<file path="config.mk">
export PLATFORM = sky130hd
export DESIGN_NAME = quad_step_decoder
export DESIGN_NICKNAME = d
export VERILOG_FILES = /design/src/rtl/qdec_pkg.sv /design/src/rtl/qdec_sync_filter.sv /design/src/rtl/quad_step_decoder.sv
export SDC_FILE = /design/constraint.sdc
export NUM_CORES = 1
export LEC_CHECK = 0
export CORE_MARGIN = 1.5
export CORE_UTILIZATION = 45
export CTS_BUF_LIST = sky130_fd_sc_hd__clkbuf_16
export DETAILED_ROUTE_END_ITERATION = 7
export GPL_ROUTABILITY_DRIVEN = 1
export PLACE_DENSITY = 0.7
export SETUP_SLACK_MARGIN = 0.5
export SYNTH_ARGS = -nofsm -noshare
export SYNTH_HDL_FRONTEND = slang
export SYNTH_SLANG_ARGS = --single-unit
export TNS_END_PERCENT = 10
</file>
<file path="constraint.sdc">
create_clock -name clk -period 3.35 [get_ports clk]
set_clock_uncertainty 0.2 [all_clocks]
set_input_delay 0.5025 -clock clk [delete_from_list [all_inputs] [get_ports clk]]
set_output_delay 0.5025 -clock clk [all_outputs]
set_load 0.02 [all_outputs]
</file>
<file path="src/rtl/qdec_pkg.sv">
// Shared phase encoding and mode constants for the quadrature step decoder.
// Optional stability filter is enabled by defining QDEC_FILTER_EN.
package qdec_pkg;

    // Encodings equal the raw {A, B} sample so a sample casts straight to phase_t.
    typedef enum logic [1:0] {
        PH_00 = 2'b00,
        PH_01 = 2'b01,
        PH_11 = 2'b11,
        PH_10 = 2'b10
    } phase_t;

    localparam int MODE_X1 = 1;
    localparam int MODE_X2 = 2;
    localparam int MODE_X4 = 4;

    function automatic phase_t next_up(input phase_t p);
        phase_t n;
        n = PH_01;
        case (p)
            PH_00: n = PH_01;
            PH_01: n = PH_11;
            PH_11: n = PH_10;
            PH_10: n = PH_00;
            default: n = PH_01;
        endcase
        return n;
    endfunction

endpackage

</file>
<file path="src/rtl/qdec_sync_filter.sv">
// Two-flop synchronizer for one encoder phase; with QDEC_FILTER_EN a stability filter
// follows it. Latency 2 clk, plus FILTER_LEN clk when filtered.
module qdec_sync_filter
`ifdef QDEC_FILTER_EN
#(
    parameter int FILTER_LEN = 3
)
`endif
(
    input  logic clk,
    input  logic reset,
    input  logic i_async,
    output logic o_ph
);

    logic r_meta;
    logic r_sync;

    always_ff @(posedge clk) begin
        if (reset) begin
            r_meta <= 1'b0;
            r_sync <= 1'b0;
        end else begin
            r_meta <= i_async;
            r_sync <= r_meta;
        end
    end

`ifdef QDEC_FILTER_EN
    localparam int CW = (FILTER_LEN > 1) ? $clog2(FILTER_LEN) : 1;

    logic          r_filt;
    logic [CW-1:0] r_cnt;

    // r_cnt counts consecutive samples disagreeing with r_filt; the last one flips it.
    always_ff @(posedge clk) begin
        if (reset) begin
            r_filt <= 1'b0;
            r_cnt  <= '0;
        end else if (r_sync == r_filt) begin
            r_cnt <= '0;
        end else if (r_cnt == CW'(FILTER_LEN - 1)) begin
            r_filt <= r_sync;
            r_cnt  <= '0;
        end else begin
            r_cnt <= r_cnt + 1'b1;
        end
    end

    assign o_ph = r_filt;
`else
    assign o_ph = r_sync;
`endif

endmodule

</file>
<file path="src/rtl/quad_step_decoder.sv">
// Quadrature A/B decoder producing one-clk step strobes with direction and an error counter.
// Latency 3 clk from input sample to enable (3+FILTER_LEN with QDEC_FILTER_EN defined).
module quad_step_decoder
    import qdec_pkg::*;
#(
    parameter int MODE       = 4,
    parameter int ERR_W      = 8,
    parameter int FILTER_LEN = 3
)(
    input  logic             clk,
    input  logic             reset,
    input  logic             a_in,
    input  logic             b_in,
    output logic             enable,
    output logic             up_down,
    output logic             err,
    output logic [ERR_W-1:0] err_cnt
);

    // An unsupported configuration never emits steps.
    localparam bit CFG_OK = ((MODE == MODE_X1) || (MODE == MODE_X2) || (MODE == MODE_X4))
                            && (FILTER_LEN >= 1);

    logic             w_a;
    logic             w_b;
    phase_t           w_cur;
    logic [1:0]       w_diff;
    logic             w_legal;
    logic             w_illegal;
    logic             w_up;
    logic             w_qual;

    phase_t           r_prev;
    logic [1:0]       r_prime;
    logic             r_enable;
    logic             r_up_down;
    logic             r_err;
    logic [ERR_W-1:0] r_err_cnt;

`ifdef QDEC_FILTER_EN
    qdec_sync_filter #(.FILTER_LEN(FILTER_LEN)) u_sync_a (
        .clk(clk), .reset(reset), .i_async(a_in), .o_ph(w_a)
    );
    qdec_sync_filter #(.FILTER_LEN(FILTER_LEN)) u_sync_b (
        .clk(clk), .reset(reset), .i_async(b_in), .o_ph(w_b)
    );
`else
    qdec_sync_filter u_sync_a (
        .clk(clk), .reset(reset), .i_async(a_in), .o_ph(w_a)
    );
    qdec_sync_filter u_sync_b (
        .clk(clk), .reset(reset), .i_async(b_in), .o_ph(w_b)
    );
`endif

    always_comb begin
        w_cur     = phase_t'({w_a, w_b});
        w_diff    = w_cur ^ r_prev;
        w_legal   = ^w_diff;
        w_illegal = &w_diff;
        w_up      = (w_cur == next_up(r_prev));
        // Entry into 00 qualifies in every legal mode; X2 adds 11, X4 takes everything.
        w_qual    = CFG_OK && ((MODE == MODE_X4)
                               || ((MODE == MODE_X2) && (w_cur == PH_11))
                               || (w_cur == PH_00));
    end

    always_ff @(posedge clk) begin
        if (reset) begin
            r_prev    <= PH_00;
            r_prime   <= 2'd3;
            r_enable  <= 1'b0;
            r_up_down <= 1'b1;
            r_err     <= 1'b0;
            r_err_cnt <= '0;
        end else begin
            r_enable <= 1'b0;
            r_err    <= 1'b0;
            // prev follows cur in every case: idle, silent step, step and resync after a jump.
            r_prev   <= w_cur;
            if (r_prime != 2'd0) begin
                r_prime <= r_prime - 2'd1;
            end else if (w_illegal) begin
                r_err <= 1'b1;
                if (r_err_cnt != {ERR_W{1'b1}}) begin
                    r_err_cnt <= r_err_cnt + 1'b1;
                end
            end else if (w_legal && w_qual) begin
                r_enable  <= 1'b1;
                r_up_down <= w_up;
            end
        end
    end

    assign enable  = r_enable;
    assign up_down = r_up_down;
    assign err     = r_err;
    assign err_cnt = r_err_cnt;

endmodule

</file>
# Word-level counts from Yosys, hierarchy flattened
# Index checks and enable logic that the tools add are counted.
# op_classes
add_sub_neg,2
bitwise,3
eq_ne,5
n_reduce_logical,8
muxes,3
# ops
operator,n
$add 8x1->8 const B,1
$ne 8x8->1 const B,1
$pmux 2 s4,1
$eq 2x2->1 const B,2
$reduce_and 4->1,1
$reduce_and 3->1,1
$reduce_or 3->1,1
$eq 2x1->1 const B,1
$eq 2x2->1,1
$logic_not 2->1,1
$mux 1,2
$not 1->1,2
$reduce_and 2->1,1
$reduce_bool 2->1,1
$reduce_or 2->1,1
$reduce_xor 2->1,1
$sub 2x1->2 const B,1
$xor 2x2->2,1
# totals
output_inout_bits,11
regBits,19
word_cells,31

# Logic depth before layout (Yosys ltp)
# Gate-level depths: netlist of run 1.
# depth
word_depth,4
ltp_mapped,7
ltp_nobuf,5

# Modules after synthesis
# Synthesis of run 1 repeated with hierarchy kept, for this count alone.
# unflattened
cells_unflattened,82
hier_area_um2,832.0
# modules_own_cells
module,instances,cells_per_inst,area_per_inst_um2
quad_step_decoder,1,74,726.9
qdec_sync_filter,2,4,52.6

# Least setup slack after synthesis of run 1
# OpenSTA, ideal clock, no wires.
# synth_timing
path_kind,register to register
start,"register r_err_cnt[0], in the netlist err_cnt[0]"
end,"register r_err_cnt[5], in the netlist err_cnt[5]"
required_time_ns,3.027
setup_slack_ns,1.509
path_stages_with_launch,6
setup_ns,0.123
t_arrival_ns,1.517
period_less_slack_ns,1.841
cell_sequence,dfxtp_1 ha_1 nand3_1 nor2_1 nor4_1 mux2_1
# synth_via
elab_chain_len,2
word_cells_on_any_way,3
classes_between,add/sub: 1; eq/ne: 1; reduce/logical: 1
# synth_rtl
item,line_no,rtl
from (decl),quad_step_decoder.sv:38,logic [ERR_W-1:0] r_err_cnt;
from (signal assigned),quad_step_decoder.sv:86,r_err_cnt <= r_err_cnt + 1'b1;
branches (longest 2 deep; another with $add 8x1->8),--,
# Parallel ways; which one is timed is not known.
# A chain may end at the register's enable or synchronous reset.

# Worst setup path in the final report of run 1
# layout_timing
start,"register r_err_cnt[2], in the netlist err_cnt[2]"
end,output port err_cnt[2]
# layout_lines
item,line_no,rtl
to (decl),quad_step_decoder.sv:17,output logic [ERR_W-1:0] err_cnt
# No word-level cell between the ends.

==> run summary, run 1 <==
===============================================================================================
Run status .......................................................................    completed
Weighted congestion reported at the end of routability-driven placement ..........        0.718
Final-stage net count ............................................................          104
Post-DP HPWL .....................................................................      1000 um
Antenna violations before repair .................................................            0
Achievable clock frequency .......................................................      485 MHz
Part of the Yosys area used for sequential elements ..............................        0.457
Count of mapped cells out of synthesis ...........................................           82
Clock buffers created by TritonCTS ...............................................            3
Number of slew-limit violations in the final report ..............................            0
Number of logic stages on the critical path including buffering ..................            1
CTS H-tree depth .................................................................            1
Total length of routed met2 wires ................................................       758 um
Area of the multi-input gates ....................................................     420 um^2
Buffer levels on the longest clock path ..........................................            2
Sequential cell area .............................................................     380 um^2
Number of detailed-routing iterations run before antenna repair ..................            4
Data required, critical path .....................................................      2.65 ns
Worst Path Buf+Inv ...............................................................            1
Most used cells in the layout excluding fill and tap cells ....................... dfxtp_1, clkdlybuf4s50_1, nor2b_1
Cell count of the worst hold path ................................................            1
Clk_lat worst skew ...............................................................      0.25 ns
Post-synth ARST share ............................................................            0
Most common library cell in the layout ignoring fill and taps ....................      dfxtp_1
Die width ........................................................................        46 um
Post-CTS setup buffer count ......................................................            0
Synthesis-stage register bit count ...............................................           19
Average wire per cell in the routed design .......................................      12.7 um
Path type of the worst min-delay path ............................................ register to register
Number of hold buffers added after cts ...........................................            0
Antenna-violating nets left ......................................................            0
Final setup violation count ......................................................            0
Hold Violations, Final ...........................................................            0
Highest routed metal layer .......................................................         met4
Syn Nets .........................................................................           89
Overall routed net length ........................................................      1530 um
Num ports ........................................................................           15
Drc violations ...................................................................            0
Core Area ........................................................................ 0.00173 mm^2
Setup Total Neg Slack ............................................................         0 ns
Synth Flop Type ..................................................................      dfxtp_1
Wire length of the first global-routing pass .....................................      2460 um
Number of fillers in the final layout ............................................          158
Beginning of the worst register-to-register path .................................   err_cnt[1]
M1 WL ............................................................................       672 um
Top Family by Delay on Critical Path ............................................. buffers and inverters
Power per Cell Area ..............................................................  490 mW/mm^2
Global route overflow ............................................................            0
RSZ-0062 raised after global routing .............................................           no
Floorplan row count ..............................................................           15
Final worst path period need .....................................................      2.06 ns
Initial core utilization .........................................................        0.482
Layout overhead on the synthesized area ..........................................        27.2%
Number of distinct library cells after synthesis .................................           34
Placement Setup Slack ............................................................      1.21 ns
Clock input transition at the sequential cells of the worst setup and hold paths .      0.05 ns
Tot GR Track Use .................................................................        0.166
Critical path's slowest cell ..................................................... clkdlybuf4s50_1
Area of the die .................................................................. 0.00212 mm^2
Pin count of the biggest net entering global routing .............................           23
Fraction of layout cells with a size suffix above 1 ..............................       0.0729
Synthesized cell area ............................................................     832 um^2
Relative slew slack ..............................................................        0.540
CTS sink count ...................................................................           19
Static leakage ...................................................................     0.398 nW
Reported max-cap violation count .................................................            0
Number of inserted diodes ........................................................            0
Vertical extent of the die .......................................................        46 um
Startpoint type of the worst setup path ..........................................     register
Amount of wire on met3 after detailed routing ....................................        64 um
Starting DRT DRC Count ...........................................................            7
Data arrival time of the critical path ...........................................      1.36 ns
Crit share post-route ............................................................        0.615
CTS root buf .....................................................................    clkbuf_16
Port Buffer Count ................................................................           14
VDD IR-drop max ..................................................................     0.302 mV
Largest fanout on the critical path ..............................................            7
Number of vias after detailed routing ............................................          648
Worst setup path class ........................................................... register to primary output
Critical Path Max Stage Delay ....................................................      0.66 ns
CP cell instances ................................................................ clkdlybuf4s50_1
Count of synthesis-stage warnings from yosys .....................................            0
Number of global-route vias before repair ........................................          566
Capturing element type of the critical path ...................................... primary output
PostCTS Resize Cnt ...............................................................            0
Post-synthesis average cell area .................................................    10.1 um^2
Vias per cell ....................................................................         5.36
Worst hold path startpoint ....................................................... u_sync_b.r_meta
Worst Setup Slack, final .........................................................      1.29 ns
Transition time of the tightest slew-check pin ...................................     0.688 ns
CTS tree .........................................................................         done
Post-synth EDFFs .................................................................            0
Worst reg2reg path depth .........................................................            5
Critical path launch point .......................................................   err_cnt[2]
===============================================================================================
registers in the layout (all words and copies together) (netlist names):
name / flops
enable: 1
u_sync_a.o_ph: 1
u_sync_b.o_ph: 1
r_prime: 2
err_cnt: 8
up_down: 1
err: 1
u_sync_a.r_meta: 1
u_sync_b.r_meta: 1
r_prev: 2
report_power, final:
part           internal, mW  leakage [nW]  total, mW  switching (mW)
sequential            0.236         0.155      0.240         0.00478
combinational        0.0206         0.201     0.0405          0.0199
clock                 0.159        0.0423      0.238          0.0795
final timing paths:
kind	endpoint	slack [ns]
setup reg to reg	err_cnt[7]	1.40
hold / removal	u_sync_b.o_ph	0.24
hold reg to reg	u_sync_b.o_ph	0.24
setup / recovery	err_cnt[2]	1.29
routing by layer:
layer | vias up | track usage
li1 | 320 | -
met1 | 305 | 0.214
met2 | 18 | 0.250
met3 | 5 | 0.0476
met4 | 0 | 0.0857
met5 | - | 0
layout make-up:
type | count | share of cell area
flip-flops and latches | 19 | 0.359
clock buffers | 3 | 0.0709
multi-input cells | 57 | 0.397
well taps | 25 | 0.0296
inverters | 2 | 0.00709
clock inverters | 1 | 0.00355
repair buffers | 14 | 0.132
metrics by stage:
stage	total power [mW]	hold WS, ns	cell area, um^2	utilization	cells
after global routing	0.539	0.265	1060	0.613	121
after CTS	0.526	0.241	1060	0.613	121
after detailed placement	0.285	0.229	980	0.567	117
after floorplan	0.274	0.214	832	-	82
after global placement	0.283	0.218	980	0.567	117
final	0.519	0.235	1060	0.613	121
synth_stat cells, types with 3 or more instances:
| master | number | share of area |
|---|---|---|
| dfxtp_1 | 19 | 0.46 |
| nor2b_1 | 8 | 0.060 |
| a21oi_1 | 4 | 0.024 |
| nand3_1 | 4 | 0.024 |
| nor2_1 | 4 | 0.018 |
| ha_1 | 3 | 0.045 |
| nand2b_1 | 3 | 0.023 |
| or4_1 | 3 | 0.027 |
cell families after synthesis:
family,count (synthesis),synth area share
adders and majority gates,3,0.0451
muxes,4,0.0511
xor gates and xnor gates,5,0.0707
and+or+nand+nor,34,0.248
buffers and inverters,6,0.0376
DFF,19,0.457
AOI/OAI and AO/OA,11,0.0902
(Power assumes the default switching activity.)
==> run 2, diff against run 1 <==
--- a/config.mk
+++ b/config.mk
@@ -6,11 +6,11 @@
 export NUM_CORES = 1
 export LEC_CHECK = 0
 export CORE_MARGIN = 1.5
-export CORE_UTILIZATION = 45
+export CORE_UTILIZATION = 44
 export CTS_BUF_LIST = sky130_fd_sc_hd__clkbuf_16
 export DETAILED_ROUTE_END_ITERATION = 7
 export GPL_ROUTABILITY_DRIVEN = 1
-export PLACE_DENSITY = 0.7
+export PLACE_DENSITY = 0.71
 export SETUP_SLACK_MARGIN = 0.5
 export SYNTH_ARGS = -nofsm -noshare
 export SYNTH_HDL_FRONTEND = slang
==> constraint.sdc (replaced) <==
create_clock -name clk -period 1.8 [get_ports clk]
set_clock_uncertainty 0.2 [all_clocks]
set_input_delay 0.27 -clock clk [delete_from_list [all_inputs] [get_ports clk]]
set_output_delay 0.27 -clock clk [all_outputs]
set_load 0.02 [all_outputs]
==> run 2 against run 1 <==
Against the previous run: via count is 17% higher; sequential cell count did not move; clock-buffer cell count unchanged; worst setup slack worse by 1.2 ns; routed wire length rose by 51%; critical path depth up 5; clock power up 85%; global-route usage rose by 3.6 points; die area rose by 2.1%; critical path type is now register to register; largest power group is now the clock network; highest routed layer unchanged.
==> run summary, run 2 (synthesized netlist as in run 1, its figures left out) <==
===============================================================================================
Hold Violations, Final ...........................................................            0
Die width ........................................................................      46.5 um
Number of detailed-routing iterations run before antenna repair ..................            5
Startpoint type of the worst setup path ..........................................     register
Most common library cell in the layout ignoring fill and taps ....................        buf_4
Layout overhead on the synthesized area ..........................................        60.6%
Buffer levels on the longest clock path ..........................................            2
Cell count of the worst hold path ................................................            1
RSZ-0062 raised after global routing .............................................          yes
Final setup violation count ......................................................            0
Worst reg2reg path depth .........................................................            6
Placement Setup Slack ............................................................    0.0301 ns
Number of global-route vias before repair ........................................          660
CTS tree .........................................................................         done
Vias per cell ....................................................................         5.42
Final-stage net count ............................................................          123
Power per Cell Area ..............................................................  738 mW/mm^2
Post-DP HPWL .....................................................................      1100 um
Largest fanout on the critical path ..............................................            5
Starting DRT DRC Count ...........................................................           23
Relative slew slack ..............................................................        0.769
Data arrival time of the critical path ...........................................      1.66 ns
Antenna violations before repair .................................................            0
Overall routed net length ........................................................      2310 um
Most used cells in the layout excluding fill and tap cells ....................... buf_4, dlygate4sd2_1, nor2b_1, dfxtp_1, dfxtp_4
Number of vias after detailed routing ............................................          759
Clk_lat worst skew ...............................................................      0.25 ns
Num ports ........................................................................           15
Weighted congestion reported at the end of routability-driven placement ..........        0.712
Worst setup path class ........................................................... register to register
Path type of the worst min-delay path ............................................ register to register
Wire length of the first global-routing pass .....................................      3030 um
Average wire per cell in the routed design .......................................      16.5 um
Clock input transition at the sequential cells of the worst setup and hold paths .      0.05 ns
Pin count of the biggest net entering global routing .............................           11
Static leakage ...................................................................     0.535 nW
Clock buffers created by TritonCTS ...............................................            3
CTS sink count ...................................................................           19
Core Area ........................................................................ 0.00175 mm^2
Flip-flop count of the largest register, all copies and words added ..............            8
Reported max-cap violation count .................................................            0
Crit share post-route ............................................................        0.940
Setup Total Neg Slack ............................................................         0 ns
Drc violations ...................................................................            0
CTS H-tree depth .................................................................            1
Worst Setup Slack, final .........................................................     0.108 ns
Antenna-violating nets left ......................................................            0
Floorplan row count ..............................................................           15
Initial core utilization .........................................................        0.477
Global route overflow ............................................................            0
Fraction of layout cells with a size suffix above 1 ..............................        0.426
Number of slew-limit violations in the final report ..............................            0
Achievable clock frequency .......................................................      591 MHz
Number of inserted diodes ........................................................            0
VDD IR-drop max ..................................................................     0.680 mV
Area of the die .................................................................. 0.00216 mm^2
Vertical extent of the die .......................................................      46.5 um
Run status .......................................................................    completed
Register-to-Register Setup Slack .................................................      0.11 ns
Final worst path period need .....................................................      1.69 ns
Data required, critical path .....................................................      1.77 ns
Tot GR Track Use .................................................................        0.202
Port Buffer Count ................................................................           14
Transition time of the tightest slew-check pin ...................................     0.342 ns
CTS root buf .....................................................................    clkbuf_16
Capturing element type of the critical path ......................................     register
===============================================================================================
[run 2: worst paths after layout]
path,start,end
max reg2reg,r_prev[0],err_cnt[0]
max,r_prev[0],err_cnt[0]
min reg2reg,u_sync_b.r_meta,u_sync_b.o_ph
min,u_sync_b.r_meta,u_sync_b.o_ph
[run 2: layer usage]
layer	GRT usage	part of all wire	vias up
li1	-	-	359
met1	0.276	0.42	362
met2	0.311	0.51	29
met3	0.0471	0.049	9
met4	0.0686	0.021	0
met5	0	0	-
[run 2: repair_timing]
action / CTS / global route
hold buffers: 0 / 0
setup endpoints to repair: 23 / 29
endpoints found under the hold margin: 0 / 0
gates resized for setup: 23 / 11
pin swaps: 6 / 8
buffers inserted: 12 / 3
gates cloned: 1 / 0
[run 2: per-stage QoR]
step / power, mW / cell area (um^2) / util / hold slack [ns] / std cells
2_1_floorplan: 0.515 / 885 / - / 0.198 / 82
3_3_place_gp: 0.534 / 1050 / 0.601 / 0.221 / 120
3_5_place_dp: 0.539 / 1050 / 0.601 / 0.234 / 120
4_1_cts: 0.996 / 1270 / 0.727 / 0.240 / 137
5_1_grt: 1.03 / 1340 / 0.766 / 0.258 / 140
6_report: 0.986 / 1340 / 0.766 / 0.236 / 140
[run 2: layout make-up]
cell class / count / area [um^2]
clock buffers: 3 / 75.1
clock inverters: 1 / 3.75
fillers: 121 / 409
inverters: 2 / 7.51
multi-input cells: 58 / 528
flip-flops and latches: 19 / 412
well taps: 25 / 31.3
repair buffers: 32 / 279
[run 2: where the power goes]
| group | internal, mW | leakage [nW] | total [mW] | switching, mW |
|---|---|---|---|---|
| Combinational | 0.0552 | 0.331 | 0.107 | 0.0514 |
| Sequential | 0.429 | 0.162 | 0.438 | 0.00888 |
| Clock | 0.295 | 0.0423 | 0.441 | 0.146 |
| Total | 0.779 | 0.535 | 0.986 | 0.207 |
[run 2: worst max-delay path, stage by stage (launching register included)]
cell	delay (ns)
dfxtp_2	0.37
xor2_2	0.15
buf_6	0.15
nand3_4	0.13
buf_6	0.15
or3_1	0.33
a21oi_1	0.14
